<file path="config.mk">
export PLATFORM = sky130hd
export DESIGN_NAME = divider_ieee
export DESIGN_NICKNAME = d
export VERILOG_FILES = /design/src/rtl/divider_ieee.sv
export SDC_FILE = /design/constraint.sdc
export NUM_CORES = 1
export LEC_CHECK = 0
export BUFFER_PORTS_ARGS = -buffer_cell sky130_fd_sc_hd__clkbuf_2
export CORE_MARGIN = 8
export CORE_UTILIZATION = 25
export CTS_BUF_LIST = sky130_fd_sc_hd__clkbuf_4 sky130_fd_sc_hd__clkbuf_8
export CTS_CLUSTER_DIAMETER = 150
export CTS_CLUSTER_SIZE = 8
export DETAILED_ROUTE_END_ITERATION = 12
export GPL_TIMING_DRIVEN = 0
export PLACE_DENSITY_LB_ADDON = 0.1
export SLEW_MARGIN = 20
export SYNTH_ARGS = -nofsm -noshare
export SYNTH_HDL_FRONTEND = slang
export SYNTH_SLANG_ARGS = --single-unit
</file>
<file path="constraint.sdc">
create_clock -name clk -period 7.6 [get_ports clk]
set_input_delay 0.76 -clock clk [delete_from_list [all_inputs] [get_ports clk]]
set_output_delay 0.76 -clock clk [all_outputs]
set_load 0.01 [all_outputs]
</file>
<file path="src/rtl/divider_ieee.sv">
// rtl/divider_ieee.sv - iterative IEEE-754 single-precision divider, restoring radix-2, one quotient bit per cycle
module divider_ieee #(
  parameter int MANT_W   = 23,
  parameter int EXP_BIAS = 127
) (
  input  logic        clk,
  input  logic        rst_n,
  input  logic        start,
  input  logic [31:0] a,
  input  logic [31:0] b,
  output logic [31:0] quotient,
  output logic        busy,
  output logic        done,
  output logic        overflow,
  output logic        underflow,
  output logic        div_by_zero
);

  typedef enum logic [1:0] {IDLE, DIVIDE, FINISH} state_t;

  state_t              state_q, state_d;
  logic                sign_q, sign_d;
  logic [MANT_W:0]     mb_q, mb_d;
  logic signed [9:0]   exp_raw_q, exp_raw_d;
  logic [MANT_W+2:0]   rem_q, rem_d;
  logic [MANT_W+1:0]   qbits_q, qbits_d;
  logic [4:0]          cnt_q, cnt_d;
  logic                spec_q, spec_d;
  logic [31:0]         spec_res_q, spec_res_d;
  logic                spec_dbz_q, spec_dbz_d;
  logic [31:0]         quotient_q, quotient_d;
  logic                busy_q, busy_d;
  logic                done_q, done_d;
  logic                ovf_q, ovf_d;
  logic                unf_q, unf_d;
  logic                dbz_q, dbz_d;

  logic                a_zero, b_zero, sign_in, rem_ge;
  logic [MANT_W+2:0]   rem_sub;
  logic signed [9:0]   exp_n;
  logic [MANT_W-1:0]   mant_n;

  always_comb begin
    state_d    = state_q;
    sign_d     = sign_q;
    mb_d       = mb_q;
    exp_raw_d  = exp_raw_q;
    rem_d      = rem_q;
    qbits_d    = qbits_q;
    cnt_d      = cnt_q;
    spec_d     = spec_q;
    spec_res_d = spec_res_q;
    spec_dbz_d = spec_dbz_q;
    quotient_d = quotient_q;
    busy_d     = busy_q;
    done_d     = 1'b0;
    ovf_d      = ovf_q;
    unf_d      = unf_q;
    dbz_d      = dbz_q;

    a_zero  = (a[30:0] == 31'd0);
    b_zero  = (b[30:0] == 31'd0);
    sign_in = a[31] ^ b[31];
    rem_ge  = (rem_q >= {2'b00, mb_q});
    rem_sub = rem_ge ? (rem_q - {2'b00, mb_q}) : rem_q;
    // A leading zero in the top quotient bit means ma < mb: shift one more and drop the exponent.
    exp_n   = qbits_q[MANT_W+1] ? exp_raw_q : (exp_raw_q - 10'sd1);
    mant_n  = qbits_q[MANT_W+1] ? qbits_q[MANT_W:1] : qbits_q[MANT_W-1:0];

    case (state_q)
      IDLE: begin
        if (start) begin
          sign_d     = sign_in;
          mb_d       = {1'b1, b[MANT_W-1:0]};
          exp_raw_d  = $signed({2'b00, a[30:23]}) - $signed({2'b00, b[30:23]})
                       + $signed(10'(EXP_BIAS));
          rem_d      = {2'b00, 1'b1, a[MANT_W-1:0]};
          qbits_d    = '0;
          cnt_d      = 5'd24;
          busy_d     = 1'b1;
          spec_d     = a_zero | b_zero;
          spec_dbz_d = b_zero;
          if (b_zero)
            spec_res_d = a_zero ? 32'h7FC0_0000 : {sign_in, 8'hFF, 23'h0};
          else
            spec_res_d = {sign_in, 31'h0};
          state_d    = (a_zero | b_zero) ? FINISH : DIVIDE;
        end
      end
      DIVIDE: begin
        qbits_d = {qbits_q[MANT_W:0], rem_ge};
        rem_d   = rem_sub << 1;
        cnt_d   = cnt_q - 5'd1;
        if (cnt_q == 5'd0) state_d = FINISH;
      end
      FINISH: begin
        done_d  = 1'b1;
        busy_d  = 1'b0;
        state_d = IDLE;
        ovf_d   = 1'b0;
        unf_d   = 1'b0;
        dbz_d   = 1'b0;
        if (spec_q) begin
          quotient_d = spec_res_q;
          dbz_d      = spec_dbz_q;
        end else if (exp_n > 10'sd254) begin
          quotient_d = {sign_q, 8'hFF, 23'h0};
          ovf_d      = 1'b1;
        end else if (exp_n < 10'sd1) begin
          quotient_d = {sign_q, 31'h0};
          unf_d      = 1'b1;
        end else begin
          quotient_d = {sign_q, exp_n[7:0], mant_n};
        end
      end
      default: state_d = IDLE;
    endcase
  end

  always_ff @(posedge clk or negedge rst_n) begin
    if (!rst_n) begin
      state_q    <= IDLE;
      sign_q     <= 1'b0;
      mb_q       <= '0;
      exp_raw_q  <= '0;
      rem_q      <= '0;
      qbits_q    <= '0;
      cnt_q      <= '0;
      spec_q     <= 1'b0;
      spec_res_q <= '0;
      spec_dbz_q <= 1'b0;
      quotient_q <= '0;
      busy_q     <= 1'b0;
      done_q     <= 1'b0;
      ovf_q      <= 1'b0;
      unf_q      <= 1'b0;
      dbz_q      <= 1'b0;
    end else begin
      state_q    <= state_d;
      sign_q     <= sign_d;
      mb_q       <= mb_d;
      exp_raw_q  <= exp_raw_d;
      rem_q      <= rem_d;
      qbits_q    <= qbits_d;
      cnt_q      <= cnt_d;
      spec_q     <= spec_d;
      spec_res_q <= spec_res_d;
      spec_dbz_q <= spec_dbz_d;
      quotient_q <= quotient_d;
      busy_q     <= busy_d;
      done_q     <= done_d;
      ovf_q      <= ovf_d;
      unf_q      <= unf_d;
      dbz_q      <= dbz_d;
    end
  end

  assign quotient    = quotient_q;
  assign busy        = busy_q;
  assign done        = done_q;
  assign overflow    = ovf_q;
  assign underflow   = unf_q;
  assign div_by_zero = dbz_q;

endmodule

</file>
==> out/results.txt, run 1 <==
status: finished clean
Max Slew Vio Count: 0
post-route ant nets: 0
worst hold path type: in2async
Cells after Synth: 864
WL final: 25.6 mm
CTS sink count: 134
Clock Tree Buf Depth: 2
DP Area: 8890 um^2
Total GRT Usage: 14.1%
drt pass-1 iters: 5
Synth Flop Type: dfrtp_1
WP buf/inv: 1
Final WS setup: 4.03 ns
commonest non-fill, non-tap cell in the layout: nand2_1
CTS tree: built
crit path DAT: 3.87 ns
internal cell power: 2.29 mW
Initial Util: 25.1%
LEAKAGE: 4.09 nW
CTS Buf Count: 17
total gr overflow: 0
PortBufs: 103
Critical R2R Capture: rem_q[17]
worst-margin pin slew: 0.762 ns
critical path class: reg2reg
synth unique cells: 66
EDFF count, synth: 0
RSZ-0062 raised after global routing: false
Die W: 193 um
Power per Cell Area: 465 nW/um^2
Async SR Flop Fraction: 100%
Worst-path clk slew: 0.10 ns
layout cell share with drive strength beyond 1: 15.8%
wire per inst: 18.2 um
switching pwr: 2.05 mW
Synth Register Bits: 134
sequential share of power: 27.5%
Fmax: 280 MHz
RR Startpoint: mb_q[0]
relative slew slack: 49.2%
Syn Std Cell Area: 7840 um^2
via count: 6765
number of global-route vias before repair: 6995
Sw Ratio: 47.2%
CTS H-tree depth: 4
initial drt markers: 342
io pins: 104
Final Critical Period: 3.57 ns
Final setup viols: 0
CP Cell Sequence: ha_1 -> fa_1 -> nand2b_1 -> a211oi_1 -> o32ai_2 -> o21ai_1 -> a41oi_2 -> buf_2 -> nor2_1 -> a21oi_1
CP max FO: 10
Post-Syn Area per Cell: 9.07 um^2
Top Family by Delay on Critical Path: compound AO/OA/AOI/OAI gates
Crit path largest cell delay: 0.61 ns
post-CTS setup buffers: 0
post_cts resized: 0
Nets: 1092
Core ar.: 31200 um^2
Area Overhead vs Synth: 18.9%
commonest non-fill, non-tap cells in the layout: nand2_1 (140), dfrtp_1 (134), clkbuf_2 (102)
Root Driver: clkbuf_8
R2R cell count: 10
final setup TNS: 0 ns
Rows: 65
max cap viols: 0
clock network power share: 15.6%
die area: 37300 um^2
Worst-Skew Late Latency: 0.46 ns
peak supply drop: 0.000176 V
largest net degree at the start of global routing: 70
GPL Wtd Cong: 0.810
initial antenna violation count: 0
crit start category: flop
Fin. Hold Viols: 0
first-pass GRT wire length: 40.5 mm
Mapped Nets: 969
n_diodes: 0
CTS Hold Bufs: 0
WP data required: 7.89 ns
Chip Height: 193 um
reg2reg setup slack: 4.03 ns
CP startpoint: mb_q[0]
Logic pwr share: 57.0%
Tcrit/Tclk final: 47.0%
Vias/cell: 4.83
Finished Core Util: 29.8%
Crit. End Element: flop
Detail Placement HPWL: 19.6 mm
Yosys warnings: 0
CP max-delay cell: nor2_1
clk_skew: 0.0237 ns
DRC Markers: 0
sequential fraction of the synthesis area: 42.8%
fin area: 9320 um^2
worst slack, placed: 4.05 ns
[state kept, by name (all words and copies together), names as in the netlist, 2 cells and up]
register,cells
cnt_q,5
state_q,2
quotient,32
mb_q,24
exp_raw_q,10
spec_res_q,3
rem_q,26
qbits_q,25
[layer usage]
metal  global-route usage, %  vias to the layer above  part of all wire, %
met2                    24.2                       90                   49
met4                    3.61                        0                  1.5
met5                       0                        -                    0
li1                        -                     3356                    -
met3                    2.63                       16                  3.1
met1                    18.0                     3303                   47
[cell families (layout without fill, tap and decap cells)]
kind of cell | after synthesis | in the layout | share of synthesized area [%]
AO/OA/AOI/OAI | 243 | 243 | 20.8
buffers and inverters | 87 | 223 | 4.44
flip-flops | 134 | 134 | 42.8
multiplexers | 29 | 29 | 3.72
AND/OR/NAND/NOR | 294 | 294 | 17.7
adder cells (fa/ha/maj) | 38 | 38 | 6.26
XOR/XNOR | 39 | 39 | 4.36
[Yosys cell counts, drive strengths merged, types with 5 or more instances]
library cell / instances / share of area [%]
a211oi: 20 / 1.9
a21o: 13 / 1.2
a21oi: 33 / 2.1
a22o: 24 / 2.7
a31oi: 22 / 1.8
a32o: 7 / 0.89
and3: 5 / 0.40
buf: 10 / 0.75
clkbuf: 31 / 1.5
dfrtp: 134 / 43
ha: 36 / 5.7
inv: 46 / 2.2
mux2i: 28 / 3.6
nand2: 140 / 6.7
nand2b: 11 / 0.91
nand3: 9 / 0.57
nand4: 9 / 0.72
nor2: 53 / 2.6
nor2b: 9 / 0.72
nor3: 16 / 1.0
nor4: 20 / 1.8
o211ai: 5 / 0.48
o21a: 13 / 1.2
o21ai: 76 / 4.9
o32a: 7 / 0.89
xnor2: 20 / 2.2
xor2: 19 / 2.1
[metrics by stage]
step / hold slack [ns] / instances / power, mW
after floorplan: 0.418 / 864 / 2.95
after detailed placement: 0.452 / 1370 / 3.68
after CTS: 0.273 / 1402 / 4.38
final: 0.278 / 1402 / 4.34
after global routing: 0.288 / 1402 / 4.75
after global placement: 0.444 / 1369 / 3.70
[worst max path at each step]
stage	end	slack (ns)	cells after the start
2_1_floorplan	exp_raw_q[9]	4.62	12
3_3_place_gp	mb_q[11]	3.16	1
3_5_place_dp	rem_q[17]	4.05	10
4_1_cts	rem_q[17]	4.01	10
5_1_grt	rem_q[17]	3.81	10
6_report	rem_q[17]	4.03	10
[power by group through the flow]
stage	clock network (mW)	logic [mW]	registers, mW
after detailed placement	0	2.48	1.21
after floorplan	0	1.79	1.16
after global routing	0.728	2.79	1.23
after global placement	0	2.49	1.21
final	0.675	2.47	1.19
after CTS	0.703	2.49	1.19
[area by class of cell]
class	count	area, um^2
clock buffer	18	241
sequential	134	3350
clock inverter	14	188
timing repair buffer	104	552
inverter	46	173
fill	3441	21900
tap	402	503
multi-input combinational	643	4140
buffer	41	175
No activity file was read; power rests on OpenSTA's default activity.
==> run 2: changes to the inputs <==
clock period = 3.6 ns   (was 7.6 ns; I/O delays follow)
==> run 2 against run 1 <==
- clock skew about the same
- utilization is essentially flat
- fmax rose by 6.1%
- worst hold slack worse by 0.16 ns
- clock power rose by 110%
- final area is 0.13% higher
- global-route usage unchanged
- clock-buffer cell count did not move
- first-iteration DRC count decreased by 5.6%
- total power rose by 110%
- via count down 0.28%
==> out/results.txt, run 2 (same netlist as run 1, synthesis figures left out) <==
total gr overflow: 0
Tcrit/Tclk final: 93.6%
crit start category: flop
final setup TNS: 0 ns
critical path class: reg2reg
grt peak-use layer: met2
WP data required: 3.91 ns
final std cells w/o fill: 1403
Clock Tree Buf Depth: 2
CP Cell Sequence: ha_1 -> fa_1 -> nand2b_1 -> a211oi_1 -> o32ai_2 -> o21ai_1 -> a41oi_2 -> buf_2 -> nor2_2 -> a21oi_1
Final setup viols: 0
GRT met2 Usage: 24.2%
initial antenna violation count: 0
die area: 37300 um^2
max cap viols: 0
CP max FO: 10
relative slew slack: 49.4%
Chip Height: 193 um
initial drt markers: 323
Crit path largest cell delay: 0.41 ns
fin area: 9330 um^2
GPL Wtd Cong: 0.810
post-route ant nets: 0
layout cell share with drive strength beyond 1: 15.9%
max FFs per register: 32
wire per inst: 18.2 um
Power per Cell Area: 982 nW/um^2
Worst-Skew Late Latency: 0.46 ns
Detail Placement HPWL: 19.6 mm
Max Slew Vio Count: 0
WP buf/inv: 1
WL final: 25.6 mm
Root Driver: clkbuf_8
Die W: 193 um
PortBufs: 103
Final Hold Slack: 0.116 ns
fillcell total: 3438
CTS Buf Count: 17
DP Area: 8890 um^2
Inst Count DP: 1370
first-pass GRT wire length: 40.5 mm
multi-input logic area: 4140 um^2
number of global-route vias before repair: 6995
Rows: 65
Nets: 1093
Top Family by Delay on Critical Path: compound AO/OA/AOI/OAI gates
LEAKAGE: 4.10 nW
RSZ-0062 raised after global routing: false
n_diodes: 0
CP max-delay cell: dfrtp_1
CTS H-tree depth: 4
Core ar.: 31200 um^2
CTS sink count: 134
io pins: 104
largest net degree at the start of global routing: 70
Area Overhead vs Synth: 19.1%
commonest non-fill, non-tap cells in the layout: nand2_1 (140), dfrtp_1 (134), clkbuf_2 (102)
status: finished clean
via count: 6746
clk_skew: 0.0237 ns
crit path DAT: 3.68 ns
Total GRT Usage: 14.1%
CTS tree: built
Initial Util: 25.1%
Vias/cell: 4.81
met3 usage: 2.63%
commonest non-fill, non-tap cell in the layout: nand2_1
Final Critical Period: 3.37 ns
DRC Markers: 0
worst-margin pin slew: 0.759 ns
global-route met1 utilization: 18.0%
Fin. Hold Viols: 0
Crit. End Element: flop
drt pass-1 iters: 5
Reg area: 3350 um^2
Worst-path clk slew: 0.10 ns
Fmax: 297 MHz
peak supply drop: 0.000371 V
worst hold path type: in2reg
[run 2: path summary, 6_finish.rpt]
path | endpoint | slack, ns | cells after the start | from
max | rem_q[17] | 0.23 | 10 | mb_q[0]
min | mb_q[0] | 0.12 | 3 | b[0]
max reg2reg | rem_q[17] | 0.23 | 10 | mb_q[0]
min reg2reg | mb_q[23] | 0.47 | 2 | mb_q[23]
max in group asynchronous | rem_q[3] | 2.33 | 3 | rst_n
min in group asynchronous | done | 0.44 | 2 | rst_n
[run 2: report_power, final]
part	internal (mW)	leakage (nW)	switching, mW	total, mW
combinational	2.05	2.19	3.17	5.22
sequential	2.08	1.69	0.439	2.52
clock	0.717	0.214	0.709	1.43
[run 2: cell type report]
type                       count  area share [%]
inverter                      46            1.85
timing repair buffer         105            6.02
buffer                        41            1.88
multi-input combinational    643            44.3
clock buffer                  18            2.59
tap                          402            5.39
clock inverter                14            2.01
sequential                   134            35.9
[run 2: per-layer routing]
metal,wire [um],part of all wire [%]
met4,366,1.4
met3,769,3.0
met1,12000,47
met5,0,0
met2,12500,49
[run 2: tightest hold or removal path: stages]
cell and delay (ns):
clkbuf_2 0.10, nand2_1 0.05, nand2_1 0.04
[run 2: per-stage QoR]
step | total power [mW] | setup slack (ns) | util, %
5_1_grt | 10.0 | 0.0256 | 29.9
3_3_place_gp | 7.81 | -0.444 | 28.4
3_5_place_dp | 7.78 | 0.0545 | 28.5
4_1_cts | 9.26 | 0.00698 | 29.9
6_report | 9.16 | 0.231 | 29.9
2_1_floorplan | 6.23 | 0.964 | -
[run 2: timing repair]
action,4_1_cts,5_1_grt
setup buffers,0,0
hold endpoints to repair,65,0
setup endpoints to repair,0,7
hold buffers,1,0
resized for setup,0,1
